===== src/rtl/mult_share_arbiter.sv =====
// Round-robin front end that time-shares one sequential multiplier between
// NUM_REQ clients: grant, restart the unit, run MUL_CYCLES, capture, pulse Done.
module mult_share_arbiter #(
  parameter int NUM_REQ    = 4,
  parameter int WIDTH      = 4,
  parameter int MUL_CYCLES = 12
) (
  input  logic                       Clock,
  input  logic                       Reset,
  input  logic [NUM_REQ-1:0]         Req,
  input  logic [NUM_REQ*WIDTH-1:0]   OperandA,
  input  logic [NUM_REQ*WIDTH-1:0]   OperandB,
  output logic [NUM_REQ-1:0]         Grant,
  output logic [NUM_REQ-1:0]         Done,
  output logic [2*WIDTH-1:0]         Result,
  output logic                       Busy,
  output logic                       MulReset,
  output logic                       MulStart,
  output logic [WIDTH-1:0]           MulMultiplicant,
  output logic [WIDTH-1:0]           MulMultiplier,
  input  logic [2*WIDTH-1:0]         MulProduct
);

  localparam int PW = (NUM_REQ > 1) ? $clog2(NUM_REQ) : 1;
  localparam int CW = $clog2(MUL_CYCLES + 1);

  typedef enum logic [1:0] {
    IDLE  = 2'd0,
    CLEAR = 2'd1,
    RUN   = 2'd2,
    DONE  = 2'd3
  } state_t;

  state_t               state, state_n;
  logic [CW-1:0]        cnt, cnt_n;
  logic [PW-1:0]        last, last_n, win;
  logic                 found;
  logic [NUM_REQ-1:0]   grant_n, done_n;
  logic [2*WIDTH-1:0]   result_n;
  logic [WIDTH-1:0]     sel_a, sel_b, mcand_n, mplier_n;

  // Search starts just after the previous owner so a held request cannot starve.
  always_comb begin
    found = 1'b0;
    win   = last;
    for (int i = 1; i <= NUM_REQ; i++) begin
      if (!found && Req[PW'((int'(last) + i) % NUM_REQ)]) begin
        found = 1'b1;
        win   = PW'((int'(last) + i) % NUM_REQ);
      end
    end
  end

  always_comb begin
    sel_a = '0;
    sel_b = '0;
    for (int i = 0; i < NUM_REQ; i++) begin
      if (win == PW'(i)) begin
        sel_a = OperandA[i*WIDTH +: WIDTH];
        sel_b = OperandB[i*WIDTH +: WIDTH];
      end
    end
  end

  always_comb begin
    state_n  = state;
    cnt_n    = cnt;
    last_n   = last;
    grant_n  = Grant;
    done_n   = '0;
    result_n = Result;
    mcand_n  = MulMultiplicant;
    mplier_n = MulMultiplier;
    case (state)
      IDLE: begin
        grant_n = '0;
        if (found) begin
          state_n  = CLEAR;
          grant_n  = NUM_REQ'(1) << win;
          last_n   = win;
          mcand_n  = sel_a;
          mplier_n = sel_b;
        end
      end
      CLEAR: begin
        state_n = RUN;
        cnt_n   = '0;
      end
      RUN: begin
        if (cnt == CW'(MUL_CYCLES - 1)) state_n = DONE;
        else                            cnt_n   = cnt + CW'(1);
      end
      DONE: begin
        state_n  = IDLE;
        result_n = MulProduct;
        done_n   = Grant;
        grant_n  = '0;
      end
      default: state_n = IDLE;
    endcase
  end

  always_ff @(posedge Clock or negedge Reset) begin
    if (!Reset) state <= IDLE;
    else        state <= state_n;
  end

  // Unit controls are decoded from the next state so they line up with it.
  always_ff @(posedge Clock or negedge Reset) begin
    if (!Reset) begin
      cnt             <= '0;
      last            <= PW'(NUM_REQ - 1);
      Grant           <= '0;
      Done            <= '0;
      Result          <= '0;
      Busy            <= 1'b0;
      MulReset        <= 1'b0;
      MulStart        <= 1'b0;
      MulMultiplicant <= '0;
      MulMultiplier   <= '0;
    end else begin
      cnt             <= cnt_n;
      last            <= last_n;
      Grant           <= grant_n;
      Done            <= done_n;
      Result          <= result_n;
      Busy            <= (state_n != IDLE);
      MulReset        <= (state_n != CLEAR);
      MulStart        <= (state_n == RUN);
      MulMultiplicant <= mcand_n;
      MulMultiplier   <= mplier_n;
    end
  end

endmodule


===== config.mk =====
export PLATFORM = sky130hd
export DESIGN_NAME = mult_share_arbiter
export DESIGN_NICKNAME = d
export VERILOG_FILES = /design/src/rtl/mult_share_arbiter.sv
export SDC_FILE = /design/constraint.sdc
export NUM_CORES = 1
export LEC_CHECK = 0
export ABC_AREA = 1
export BUFFER_PORTS_ARGS = -buffer_cell sky130_fd_sc_hd__clkbuf_2
export CAP_MARGIN = 20
export CORE_ASPECT_RATIO = 0.75
export CORE_MARGIN = 4
export CORE_UTILIZATION = 54
export DETAILED_ROUTE_END_ITERATION = 7
export PLACE_DENSITY = 0.87
export SYNTH_ARGS = -nofsm -noshare
export SYNTH_HDL_FRONTEND = slang
export SYNTH_SLANG_ARGS = --single-unit
export TNS_END_PERCENT = 50

===== constraint.sdc =====
create_clock -name Clock -period 5.4 [get_ports Clock]
set_input_delay 1.08 -clock Clock [delete_from_list [all_inputs] [get_ports Clock]]
set_output_delay 1.08 -clock Clock [all_outputs]
set_load 0.005 [all_outputs]

* Word level (Yosys, flattened, before mapping)
Cells that the tools add are included.
** Storage, ports and cells
- Word-level logic and storage cells :: 80
- Bits in registers :: 35
- Output and inout port bits :: 27
** Operators by class
- $lt $le $gt $ge :: 4
- Shifts and indexed selects :: 1
- Muxes and demuxes :: 36
- Equality and inequality tests :: 10
- $add $sub $neg :: 5
- Reductions and logical operators :: 13
** Operators by type and width (count)
- $mux 4 :: 11
- $lt 2x4->1 const B :: 4
- $pmux 4 s2 :: 2
- $mux 1 :: 12
- $mux 2 :: 6
- $eq 2x2->1 const B :: 5
- $bmux 1 s2 :: 4
- $pmux 2 s4 :: 1
- $reduce_bool 2->1 :: 3
- $add 2x1->2 const B :: 2
- $add 2x2->2 const B :: 2
- $add 4x1->4 const B :: 1
- $eq 2x1->1 const B :: 2
- $eq 4x4->1 const B :: 1
- $logic_not 2->1 :: 2
- $reduce_and 2->1 :: 2
- $shl 1x2->4 const A :: 1
- $logic_and 1x1->1 :: 3
- $logic_not 1->1 :: 3
- $ne 2x1->1 const B :: 1
- $ne 2x2->1 const B :: 1

* Depth between registers and ports, before layout
Gate-level depths: netlist of run 1.
- Depth in word-level cells :: 19
- Mapped depth :: 17

* Worst setup path before layout of run 1
No wires, ideal clock.
- Path type :: input to register
- From :: input Req[2]
- To :: register MulMultiplicant[0]
- Stages :: 13
- Path buffers :: 1
- Data arrival time :: 2.182 ns
- Slack :: 3.101 ns
- Path through :: nand2_1 nand2_4 nand2_2 nand2_4 inv_2 nand3_1 nand3_4 nand2_8 buf_12 nand3_2 nand2_1 nor2_1 nor2_1
** On the way
- Word-level cells in the longest chain between the ends :: 18
- Elaborated cells on any way between the ends :: 35
- Those cells by class :: 3 x eq/ne; 24 x mux; 8 x reduce/logical
** RTL lines
- from (decl) :: RTL line 10 : input logic [NUM_REQ-1:0] Req,
- $bmux 1 s2 :: RTL line 47 : if (!found && Req[PW'((int'(last) + i) % NUM_REQ)]) begin
- $mux 1 (implied by the code) (2 in a row) :: RTL line 47
- $mux 1 :: RTL line 47
- $logic_not 1->1 :: RTL line 47
- $logic_and 1x1->1 :: RTL line 47
- $mux 1 :: RTL line 47
- $logic_not 1->1 :: RTL line 47
- $logic_and 1x1->1 :: RTL line 47
- $mux 1 :: RTL line 47
- $logic_not 1->1 :: RTL line 47
- $logic_and 1x1->1 :: RTL line 47
- $mux 2 :: RTL line 47
- $logic_not 2->1 :: RTL line 58 : if (win == PW'(i)) begin
- $mux 4 (4 in a row) :: RTL line 58
- to (signal assigned) :: RTL line 130 : MulMultiplicant <= mcand_n;
- to (decl) :: RTL line 19 : output logic [WIDTH-1:0] MulMultiplicant,
Several ways; a longest one is shown, not always the timed one. The select of a mux whose other input is x is not followed.
A chain may end at the register's enable or synchronous reset.

* Worst setup path in the final report of run 1
- From :: input Req[3]
- To :: register MulMultiplicant[2]
Same word-level chain as after synthesis.

==> run summary, run 1 <==
Cells fill 68.66% of the core in the end. After detailed routing, the number of vias per cell comes to 5.038. The final-layout fill cell count came out at 302. For the count of endpoints failing setup in the final report, the log shows 0. After floorplanning, the core was sized to cover 0.003732 mm^2.

The critical path endpoint category was a flop. Of the available clock period, the critical path in the final layout requires 43.84%. Measured in cells, the most critical reg-to-reg path has a length of 14. The number of antenna violations at the first check in global routing came out at 0. The startpoint of the worst-slack reg-to-reg timing path is last[0]. The terminus of the critical flop-to-flop path is MulMultiplicant[2].

Timing would allow up to 422.5 MHz. The critical path is of the in2reg type. Once detailed placement completed, the half-perimeter wirelength came to 3.675 mm. STA puts the critical path data arrival time at 2590 ps. After detailed routing, the average wire length per cell comes to 12.53 um.

The critical-path maximum fanout was 14; the number of optimization iterations in the first detailed-route pass was 4. The post-route clock skew is 6.855 ps, and the cell row count is 19. The end of the critical path is MulMultiplicant[2]. The horizontal die dimension was 80.62 um. The proportion of synthesized chip area in sequential cells was 41.12%; the count of input and output buffers was 72. The worst-case IR drop observed on VDD is 494.4 uV.

The total die area is 0.005036 mm^2, and the reported max-cap violation count is 0. Setup repair after global routing left no endpoint under its margin. The path category of the worst min-delay check was reg2reg. Clock latency on the worst-skew pair, taken at its later pin, is 280 ps. Synthesis produced 246 cells. The routed layout has 1,869 vias.

Prior to clock tree synthesis, the placed netlist has a worst setup slack of 2740 ps. The count of final max-slew check failures was 0. TritonCTS built the clock tree.

The logs give 1,817 for the number of global-route vias before repair and 4.649 mm for the final wirelength. The first-pass GRT wire length came out at 8.066 mm. The run gives 0 as the count of hold buffers inserted by post-cts repair. Across all register-to-register paths, the minimum setup slack is 3190 ps. The tools report the count of unresolved DRC violations after routing as 0. Post-CTS repair changed the size of 0 cells.

Fraction of post-synthesis cell area in the top cell type by area: 38.66%. The layout overhead on the synthesized area was 19.98%; the height of the chip was 62.47 um. At the end of routability-driven placement, the weighted congestion stood at 0.7984.

The iteration-0 DRC count of the detailed router was 92. The number of failing hold endpoints at the final stage is 0, and the global route total overflow is 0. By area the synthesized netlist is led by dfrtp_1 (39%), nand2_1 (11%), mux2_2 (4.2%). Clock period minus worst slack: 2367 ps. Post-synthesis register bit count: 35.

The final layout contains 370 nets. The largest total area in the synthesized netlist belongs to dfrtp_1. The final antenna diode count is 0. During synthesis, Yosys emitted a total of 0 warnings. Actual slew at the worst max-slew pin: 849.3 ps. Type of origin of the critical path: a primary input.

For the count of pins on the block boundary, the log shows 73. Total negative slack for setup checks: 0 ps. The most critical setup path has its startpoint at Req[3]. Data on the critical path is required at its endpoint by 5630 ps.

The clock passes through at most 2 buffers. Cells with a size suffix above 1 make up 40.13% of the layout. The cell area after synthesis is 0.002136 mm^2, and the reported leakage power is 0.001394 uW. Entering global routing, the biggest net connects 36 pins. The post-synthesis area per instance was 8.682 um^2. The post-synthesis net count came out at 298. The CTS clock-pin slew for the worst setup and hold paths is 70 ps.

Yosys mapped the design onto 34 distinct sky130hd cell types. The initial utilization of the core area, before any placement, comes to 57.22%. The H-tree was split into 2 levels. The worst slew margin relative to its limit is 43.38%. The detail route stage leaves a number of antenna-violating nets equal to 0. Global routing used 20.04% of the available tracks across all layers. The logs give 0 for the number of buffers added for setup after CTS and 35 for the clock sink count.

In this run the power density over the cells is 724.7 mW/mm^2. In this run, CTS created clock tree buffers numbering 5. The root buffer cell chosen for the clock tree is clkbuf_8. The run finished with clean final reports. Across all setup checks in the final design, the least slack found is 3033 ps.
kinds of logic after synthesis:
family | after synthesis | share of synthesized area [%]
flops | 35 | 41.12
mux | 8 | 4.218
simple gates | 137 | 34.09
xor+xnor | 2 | 0.8203
buf+inv | 34 | 8.963
compound gates | 24 | 7.264
fa+ha+maj | 6 | 3.515
Yosys cell counts, drive strengths merged:
library cell	n
a21oi	5
a22o	1
a22oi	1
a31oi	1
buf	7
dfrtp	33
dfstp	2
ha	6
inv	27
mux2	8
nand2	83
nand3	23
nand4	9
nor2	21
nor3	1
o21ai	12
o21bai	1
o31ai	3
xnor2	1
xor2	1
per-stage QoR:
step / power, uW / cell area (um^2) / hold slack [ps] / cells
floorplan: 1496 / 2136 / 472.4 / 246
global placement: 1640 / 2481 / 466.0 / 363
detailed placement: 1677 / 2481 / 481.6 / 363
CTS: 1865 / 2562 / 501.8 / 371
global route: 2036 / 2562 / 531.9 / 371
finish: 1857 / 2562 / 498.3 / 371
cells in the final DEF (no fill, tap or decap), types with 6 or more instances in the layout:
| cell type | n |
|---|---|
| nor2_1 | 19 |
| nand2_2 | 13 |
| ha_1 | 6 |
| inv_1 | 22 |
| dfrtp_1 | 33 |
| clkbuf_2 | 72 |
| nand3_2 | 7 |
| nand3_1 | 15 |
| nand2_1 | 63 |
| nand4_1 | 9 |
| nand2_4 | 6 |
| mux2_2 | 8 |
power breakdown:
part	internal [uW]	leakage (uW)	switching [uW]
clock network	90.4	0.0000422	88.1
registers	390	0.000427	89.4
logic	431	0.000924	768
total	911	0.00139	946
sequential cells by signal (all words and copies together) (netlist names):
name	flops
state	2
Result	8
cnt	4
MulReset	1
Busy	1
last	2
MulStart	1
Done	4
MulMultiplicant	4
Grant	4
MulMultiplier	4
cell type report:
cell class / count / area (um^2) / area share [%]
sequential: 35 / 878.3 / 34.28
clock buffer: 7 / 76.32 / 2.979
clock inverter: 1 / 5.005 / 0.1953
tap: 52 / 65.06 / 2.539
inverter: 27 / 111.4 / 4.346
multi-input combinational: 177 / 1066 / 41.60
timing repair buffer: 72 / 360.3 / 14.06
routing by layer:
layer	track usage, %	part of all wire [%]
met5	0	0
met4	5.063	1.4
met3	6.196	7.6
met2	30.48	46
met1	27.78	45
critical path: stages:
cell      delay [ps]
clkbuf_2         110
inv_1             50
nand2_1           70
nand3_1          140
nand2_4           80
nor2_4           120
nand3_2          130
nand2_4          260
inv_4            110
nor2_1           160
nand2_1           70
nand3_1           90
nand2_1           50
nand2_1           50
worst min-delay path by stage:
stage                             from                  to  slack [ps]  cells after the start
detailed placement  MulMultiplicant[3]  MulMultiplicant[3]         480                      2
global placement    MulMultiplicant[3]  MulMultiplicant[3]         470                      2
finish              MulMultiplicant[3]  MulMultiplicant[3]         500                      2
global route        MulMultiplicant[3]  MulMultiplicant[3]         530                      2
floorplan           MulMultiplicant[1]  MulMultiplicant[1]         470                      2
CTS                 MulMultiplicant[3]  MulMultiplicant[3]         500                      2
Power figures use the tool's default switching activity.
==> inputs of run 2 (changes only) <==
--- a/config.mk
+++ b/config.mk
@@ -10,9 +10,9 @@
 export CAP_MARGIN = 20
 export CORE_ASPECT_RATIO = 0.75
 export CORE_MARGIN = 4
-export CORE_UTILIZATION = 54
+export CORE_UTILIZATION = 50
 export DETAILED_ROUTE_END_ITERATION = 7
-export PLACE_DENSITY = 0.87
+export PLACE_DENSITY = 0.82
 export SYNTH_ARGS = -nofsm -noshare
 export SYNTH_HDL_FRONTEND = slang
 export SYNTH_SLANG_ARGS = --single-unit
==> constraint.sdc (replaced) <==
create_clock -name Clock -period 2.3 [get_ports Clock]
set_input_delay 0.46 -clock Clock [delete_from_list [all_inputs] [get_ports Clock]]
set_output_delay 0.46 -clock Clock [all_outputs]
set_load 0.005 [all_outputs]
==> run 2 against run 1 <==
Final cell count is 3.5% higher. Worst hold slack worse by 230 ps. Clock-buffer cell count down 2. Critical path depth unchanged. Utilization is 2.3 points lower. Design area increased by 5.7%. First-iteration DRC count up 34%. Combinational power rose to 2.7 times the previous value. Sequential share of layout area is 1.8 points lower. Critical endpoint is now MulMultiplicant[0]. Highest routed layer unchanged.
==> run summary, run 2 (same netlist as run 1, synthesis figures left out) <==
The total area inside the core boundary comes to 0.004079 mm^2. In this run the tool buffered the top-level ports with 72 buffer cells. The analysis attributes to cell leakage a power of 0.001468 uW. The startpoint identified for the worst register-to-register timing path is last[0]. The layout overhead on the synthesized area works out to 26.77%. The initial utilization of the core area, before any placement, comes to 52.36%.

The horizontal die dimension is 83.47 um, and the total CTS buffers is 5. Clock latency on the worst-skew pair, taken at its later pin, is 290 ps. The worst-case IR drop observed on VDD is 964.3 uV. After routing the design area is 0.002708 mm^2. The register with the most flip-flops in the layout has 8 of them. Global route total overflow: 0.

The worst reg2reg path depth was 14; the total routing resource utilization after global routing was 19.37%. CTS clock-pin slew for the worst setup and hold paths: 80 ps. The critical path goes through clkbuf_2 > nand2_1 > nand2_1 > nand2_2 > nand2_4 > inv_2 > nand3_1 > nand3_4 > nand2_8 > buf_12 > nand3_1 > nand3_1 > nor2_1 > nor2_1. The HPWL after detailed placement is 3.676 mm. The via density per instance works out to 5.086. For the first-pass GRT wire length, the log shows 8.404 mm. Most frequent cell on the critical path: nand3_1. The power per cell area is 1837 mW/mm^2, and the critical-path maximum fanout is 11.

The floorplan step defined a die boundary enclosing 0.005392 mm^2. The tightest min-delay check is of the in2async type. Delay contributed by the slowest stage of the critical path: 570 ps. The logs give 2 for the number of H-tree branching levels and 0 for the count of endpoints failing setup in the final report. In this run the remaining antenna-violating nets after routing total 0.

Max-cap violations in this run came to 0. The number of antenna violations at the first check in global routing was 0; the share of post-route cells with drive strength above 1 was 42.55%. Highest metal layer with signal wires: met4.

The detailed-route via count was 1,953. The run gives 153.7 ps as the worst setup slack after layout. The worst setup path is launched from a flop. By startpoint and endpoint, the worst setup path is classified as reg2reg. The tools report the first element of the critical path as last[0]. The worst pin sits at a relative slew slack of 42.32%.

The tools report the number of global-route vias before repair as 1,899. The total negative slack for setup checks is 0 ps, and the pin count of the biggest net entering global routing is 36. Cell row count: 20. The critical path endpoint category was a flop. The run gives 150 ps as the setup slack of the most critical reg-to-reg path.

In this run the deepest clock path goes through 2 buffers. The clock root buffer master was clkbuf_8. Wire segments on met2 add up to 2.351 mm in the final route. The logs give 14.79 ps for the post-route clock skew and 474 um for the amount of wire on met3 after detailed routing. TritonCTS built the clock tree. The run gives 465.9 MHz as the fmax.

For the finished layout, the period the worst path requires is 2146 ps. Once placement finished, the instance area stood at 0.002485 mm^2. At the pin with the least slew margin, the transition time is 865.2 ps.

For the final estimated routing congestion in global placement, the log shows 0.8794. Leaving out fill and tap cells, the most frequent cell in the layout is clkbuf_2. The tools report the net count of the finished layout as 380. The number of cells on the critical path is 14. The number of standard cells in the layout, taps in and fillers out was 384. In the final routed layout, each cell accounts on average for 13.34 um.

The flow ran to the end, and the final reports show no timing, DRC or antenna violations. The post-placement setup slack is 142.4 ps. The critical path contains buffers and inverters numbering 3 combined. On the critical path, the stage with the largest delay is an instance of dfstp_2. The signal arrival time at the worst endpoint came out at 2350 ps. In this design, the largest share of critical-path delay is due to simple AND/OR/NAND/NOR gates.

The logs give 0 for the count of final max-slew check failures and 0 for the count of unresolved DRC violations after routing. The endpoint identified for the worst register-to-register timing path is MulMultiplicant[0]. The run gives 0 as the number of failing hold endpoints at the final stage. Once placement completed, the tool counted placed cells totaling 366. CTS saw 35 sinks.

The detailed router finished its first iteration with 123 violations. For this block, the routed nets add up to 5.124 mm of wire. The worst path uses 93.32% of the clock period.

Following the worst setup path forward leads to its endpoint at MulMultiplicant[0]. For this design, the CTS-stage hold fixing added 0 buffers. The run gives 2510 ps as the critical path required time. The logs give 0 for the final antenna diode count and 73 for the count of pins on the block boundary. The floorplan step set the die height to 64.60 um. The tightest hold path in the finished design has a slack of 273.0 ps.

The run gives 4 as the number of optimization iterations in the first detailed-route pass. Leaving out fill and tap cells, the most frequent cells in the layout are clkbuf_2 (73), nand2_1 (63), dfrtp_1 (33). The detailed router put a total of 2.248 mm of wire on met1. The most flop-heavy register is Result.
run 2: changes by cell type in the layout (fill, tap and decap cells not counted):
cell	before	now
buf_12	0	2
buf_4	0	7
bufinv_16	0	1
clkbuf_1	2	0
clkbuf_2	72	73
clkinv_2	1	0
clkinv_4	0	1
inv_6	0	1
nand2_4	6	5
nand2_8	1	2
run 2: how the worst min path moves through the flow:
stage	start	end	slack, ps	cells after the start
after global placement	MulMultiplicant[3]	MulMultiplicant[3]	470	2
after global routing	Reset	Result[6]	330	1
after CTS	Reset	MulMultiplicant[3]	300	1
after floorplan	Reset	Busy	160	0
after detailed placement	MulMultiplier[1]	MulMultiplier[1]	470	2
final	Reset	Result[5]	270	1
run 2: per-stage QoR:
stage	total power, uW	utilization (%)
6_report	4975	66.38
3_3_place_gp	3852	60.92
4_1_cts	4545	63.77
2_1_floorplan	3512	-
3_5_place_dp	3944	60.92
5_1_grt	5400	66.38
run 2: worst register-to-register path, cell delays in order, from the launching register on:
cell	delay [ps]
dfstp_2	570
clkbuf_2	160
nand2_1	80
nand2_1	100
nand2_2	80
nand2_4	90
inv_2	60
nand3_1	120
nand3_4	190
nand2_8	180
buf_12	130
nand3_1	60
nand3_1	90
nor2_1	40
nor2_1	120
run 2: cell type report:
cell class	count	area [um^2]
Sequential cell	35	878.3
Inverter	27	111.4
Clock buffer	5	68.82
Timing Repair Buffer	82	457.9
Tap cell	55	68.82
Fill cell	341	1371
Clock inverter	3	47.55
Multi-Input combinational cell	177	1075
run 2: power breakdown:
part | leakage (uW) | switching, uW | total [uW] | internal [uW]
clock network | 0.0000587 | 242 | 570 | 328
registers | 0.000427 | 198 | 1110 | 912
logic | 0.000982 | 1970 | 3290 | 1330
run 2: timing repair:
action                     CTS  global route
setup endpoints to repair    0             7
gates resized for setup      0             1
setup buffers                0            10
run 2: routing by layer:
layer	up-vias	GRT usage, %
met4	0	5.221
met5	-	0
li1	962	-
met2	84	29.40
met1	901	26.24
met3	6	7.116
==> inputs of run 3 (changes only) <==
--- a/config.mk
+++ b/config.mk
@@ -6,13 +6,14 @@
 export NUM_CORES = 1
 export LEC_CHECK = 0
 export ABC_AREA = 1
-export BUFFER_PORTS_ARGS = -buffer_cell sky130_fd_sc_hd__clkbuf_2
 export CAP_MARGIN = 20
 export CORE_ASPECT_RATIO = 0.75
 export CORE_MARGIN = 4
-export CORE_UTILIZATION = 50
+export CORE_UTILIZATION = 62
 export DETAILED_ROUTE_END_ITERATION = 7
-export PLACE_DENSITY = 0.82
+export DONT_BUFFER_PORTS = 1
+export GPL_TIMING_DRIVEN = 0
+export PLACE_DENSITY = 0.8
 export SYNTH_ARGS = -nofsm -noshare
 export SYNTH_HDL_FRONTEND = slang
 export SYNTH_SLANG_ARGS = --single-unit
==> run 3 against run 2 <==
Clock-buffer cell count unchanged. First-iteration DRC count decreased by 63%. Register-to-register slack improved by 80 ps. Critical endpoint is now MulMultiplier[1]. Highest routed layer unchanged.
==> run summary, run 3 (same netlist as run 1, synthesis figures left out) <==
The flow ran to the end, and the final reports show no timing, DRC or antenna violations. Across the run, the number of max-cap violations was 0. After floorplanning, the core was divided into 18 placement rows. For the worst setup path, the data required time is 2480 ps. Power comes to 4560 uW.

In the final timing run, aggregate negative setup slack is 0 ps. The setup slack of the most critical reg-to-reg path was 240 ps. The clock period minus worst slack is 2065 ps, and the effective utilization at floorplan is 64.51%. The net count of the finished layout is 307. In this run the vertical extent of the chip is 58.83 um.

The number of optimization iterations in the first detailed-route pass is 4, and the residual antenna-violating net count after detailed routing is 0. The fmax was 484.3 MHz; the total die area was 0.004458 mm^2. At the pin with the least slew margin, the transition time is 452.6 ps. Area of the core: 0.003311 mm^2. The worst setup path is launched from a flop. The run gives 0.001159 uW as the reported leakage power. Entering global routing, the biggest net connects 34 pins. For the total CTS buffers, the log shows 5.

Ranked by flip-flop count, first place goes to Result. The final antenna diode count is 0. The worst path uses 89.77% of the clock period. The startpoint of the lowest-slack hold path is MulProduct[7]. The via density per instance came out at 5.385.

The endpoint identified for the worst register-to-register timing path is MulMultiplier[1]. The tightest min-delay check is of the in2reg type. Setup violations remaining at the end of the flow were counted as 0.

The total overflow left after global routing is 0. STA classifies the critical path endpoint as a flop. Cells fill 70.41% of the core in the end.

For this run, design rule violations remaining after detail routing come to 0. Measured in cells, the most critical reg-to-reg path has a length of 14. Clock root buffer master: clkbuf_8. The count of final max-slew check failures is 0. Clock-pin slew was measured on the worst setup and hold paths at 70 ps. The power per cell area was 1956 mW/mm^2. The post-route clock skew was 8.085 ps. During I/O placement, the number of pins put on the boundary was 73.

Iteration-0 DRC count of the detailed router: 45. The logs give 2 for the buffer levels on the longest clock path and 2 for the number of H-tree branching levels. Global routing consumed, over all layers together, 21.43% of the routing resources. Measured along the x axis, the die boundary spans 75.77 um. The run gives 290 ps as the insertion delay to the later sink of the worst-skew pair. Count of input and output buffers: 0. The worst hold slack is 317.9 ps, and the detailed-route via count is 1,594. Count of instances resized after the clock tree is built: 0. The number of cells on the worst hold path came out at 1. The area growth from synthesis to layout is 9.139%. In this run the worst path has a maximum fanout of 10. Leaving out fill and tap cells, the most frequent cells in the layout are nand2_1 (63), dfrtp_1 (33), inv_1 (22). The logs give 69.83% for the worst slew margin relative to its limit and 2250 ps for the signal arrival time at the worst endpoint.

The clock sink count is 35. The run gives 4.132 mm as the final wirelength. The number of antenna violations at the first check in global routing is 0, and the detail-routed net length per standard cell is 13.96 um. The worst register-to-register path begins at last[0]. The tools report the number of failing hold endpoints at the final stage as 0. The tools report the maximum ir drop on the vdd rail as 1825 uV. TritonCTS built the clock tree. In the final layout, the share of cells above drive strength 1 is 25.39%. The register with the most flip-flops in the layout has 8 of them. First-pass GRT wire length: 7.134 mm. The library cell used most frequently in the layout, excluding fill and tap cells, is nand2_1.

For the final estimated routing congestion in global placement, the log shows 0.7469. The HPWL after detailed placement is 3.206 mm. The number of global-route vias before repair is 1,623. Setup repair after global routing left no endpoint under its margin. The path with the worst hold slack has its endpoint at Result[7]. The tools report the number of buffers added for setup after CTS as 0.

The worst setup path is of the reg2reg kind.
==> run 3: layout make-up <==
type	instances	area, um^2
clock buffer	5	68.82
clock inverter	3	46.29
fill	269	979.7
sequential	35	878.3
tap	40	50.05
multi-input combinational	177	1066
inverter	27	111.4
buffer	7	80.08
timing repair buffer	2	30.03
==> run 3: worst max-delay path by stage <==
stage,startpoint,endpoint,slack [ps],cells after the start
after global placement,last[0],MulMultiplicant[0],290,15
after detailed placement,last[0],MulMultiplier[1],240,14
final,last[0],MulMultiplier[1],240,14
after global routing,last[0],MulMultiplicant[1],10,14
after floorplan,last[0],MulMultiplicant[0],450,15
after CTS,last[0],MulMultiplier[1],230,14
==> run 3: routing by layer <==
layer  track usage (%)  routed length [um]  vias to the layer above
li1                  -                   -                      813
met1             27.52                1811                      729
met2             33.05                1912                       48
met3             9.215                 361                        4
met4             5.985                  47                        0
met5                 0                   0                        -
==> run 3: what timing repair did <==
action                                 CTS  global route
endpoints found under the hold margin   33             0
setup endpoints to repair                0             0
hold buffers                             2             0
==> run 3: through the flow <==
step           cells  instance area (um^2)  worst slack, ps
6_report         296                  2331            235.3
5_1_grt          296                  2331            10.06
4_1_cts          296                  2331            232.8
3_5_place_dp     286                  2186            241.0
3_3_place_gp     286                  2186            287.1
2_1_floorplan    246                  2136            446.3
==> run 3: where the power goes <==
group          internal (uW)  switching (uW)  leakage, uW
registers                913             205     0.000427
logic                   1110            1780     0.000677
clock network            326             226    0.0000548
total                   2340            2220      0.00116
==> run 3: critical path: stages (launching register included) <==
cell and delay [ps]:
dfstp_2 540, buf_6 150, inv_8 60, nand2_2 60
nand2_2 70, nand2_2 90, nand2_4 80, nor2_4 100
nand3_2 220, nand2_8 210, nand2_4 90, o21ai_1 120
inv_1 40, nand2_1 70, nand2_1 50
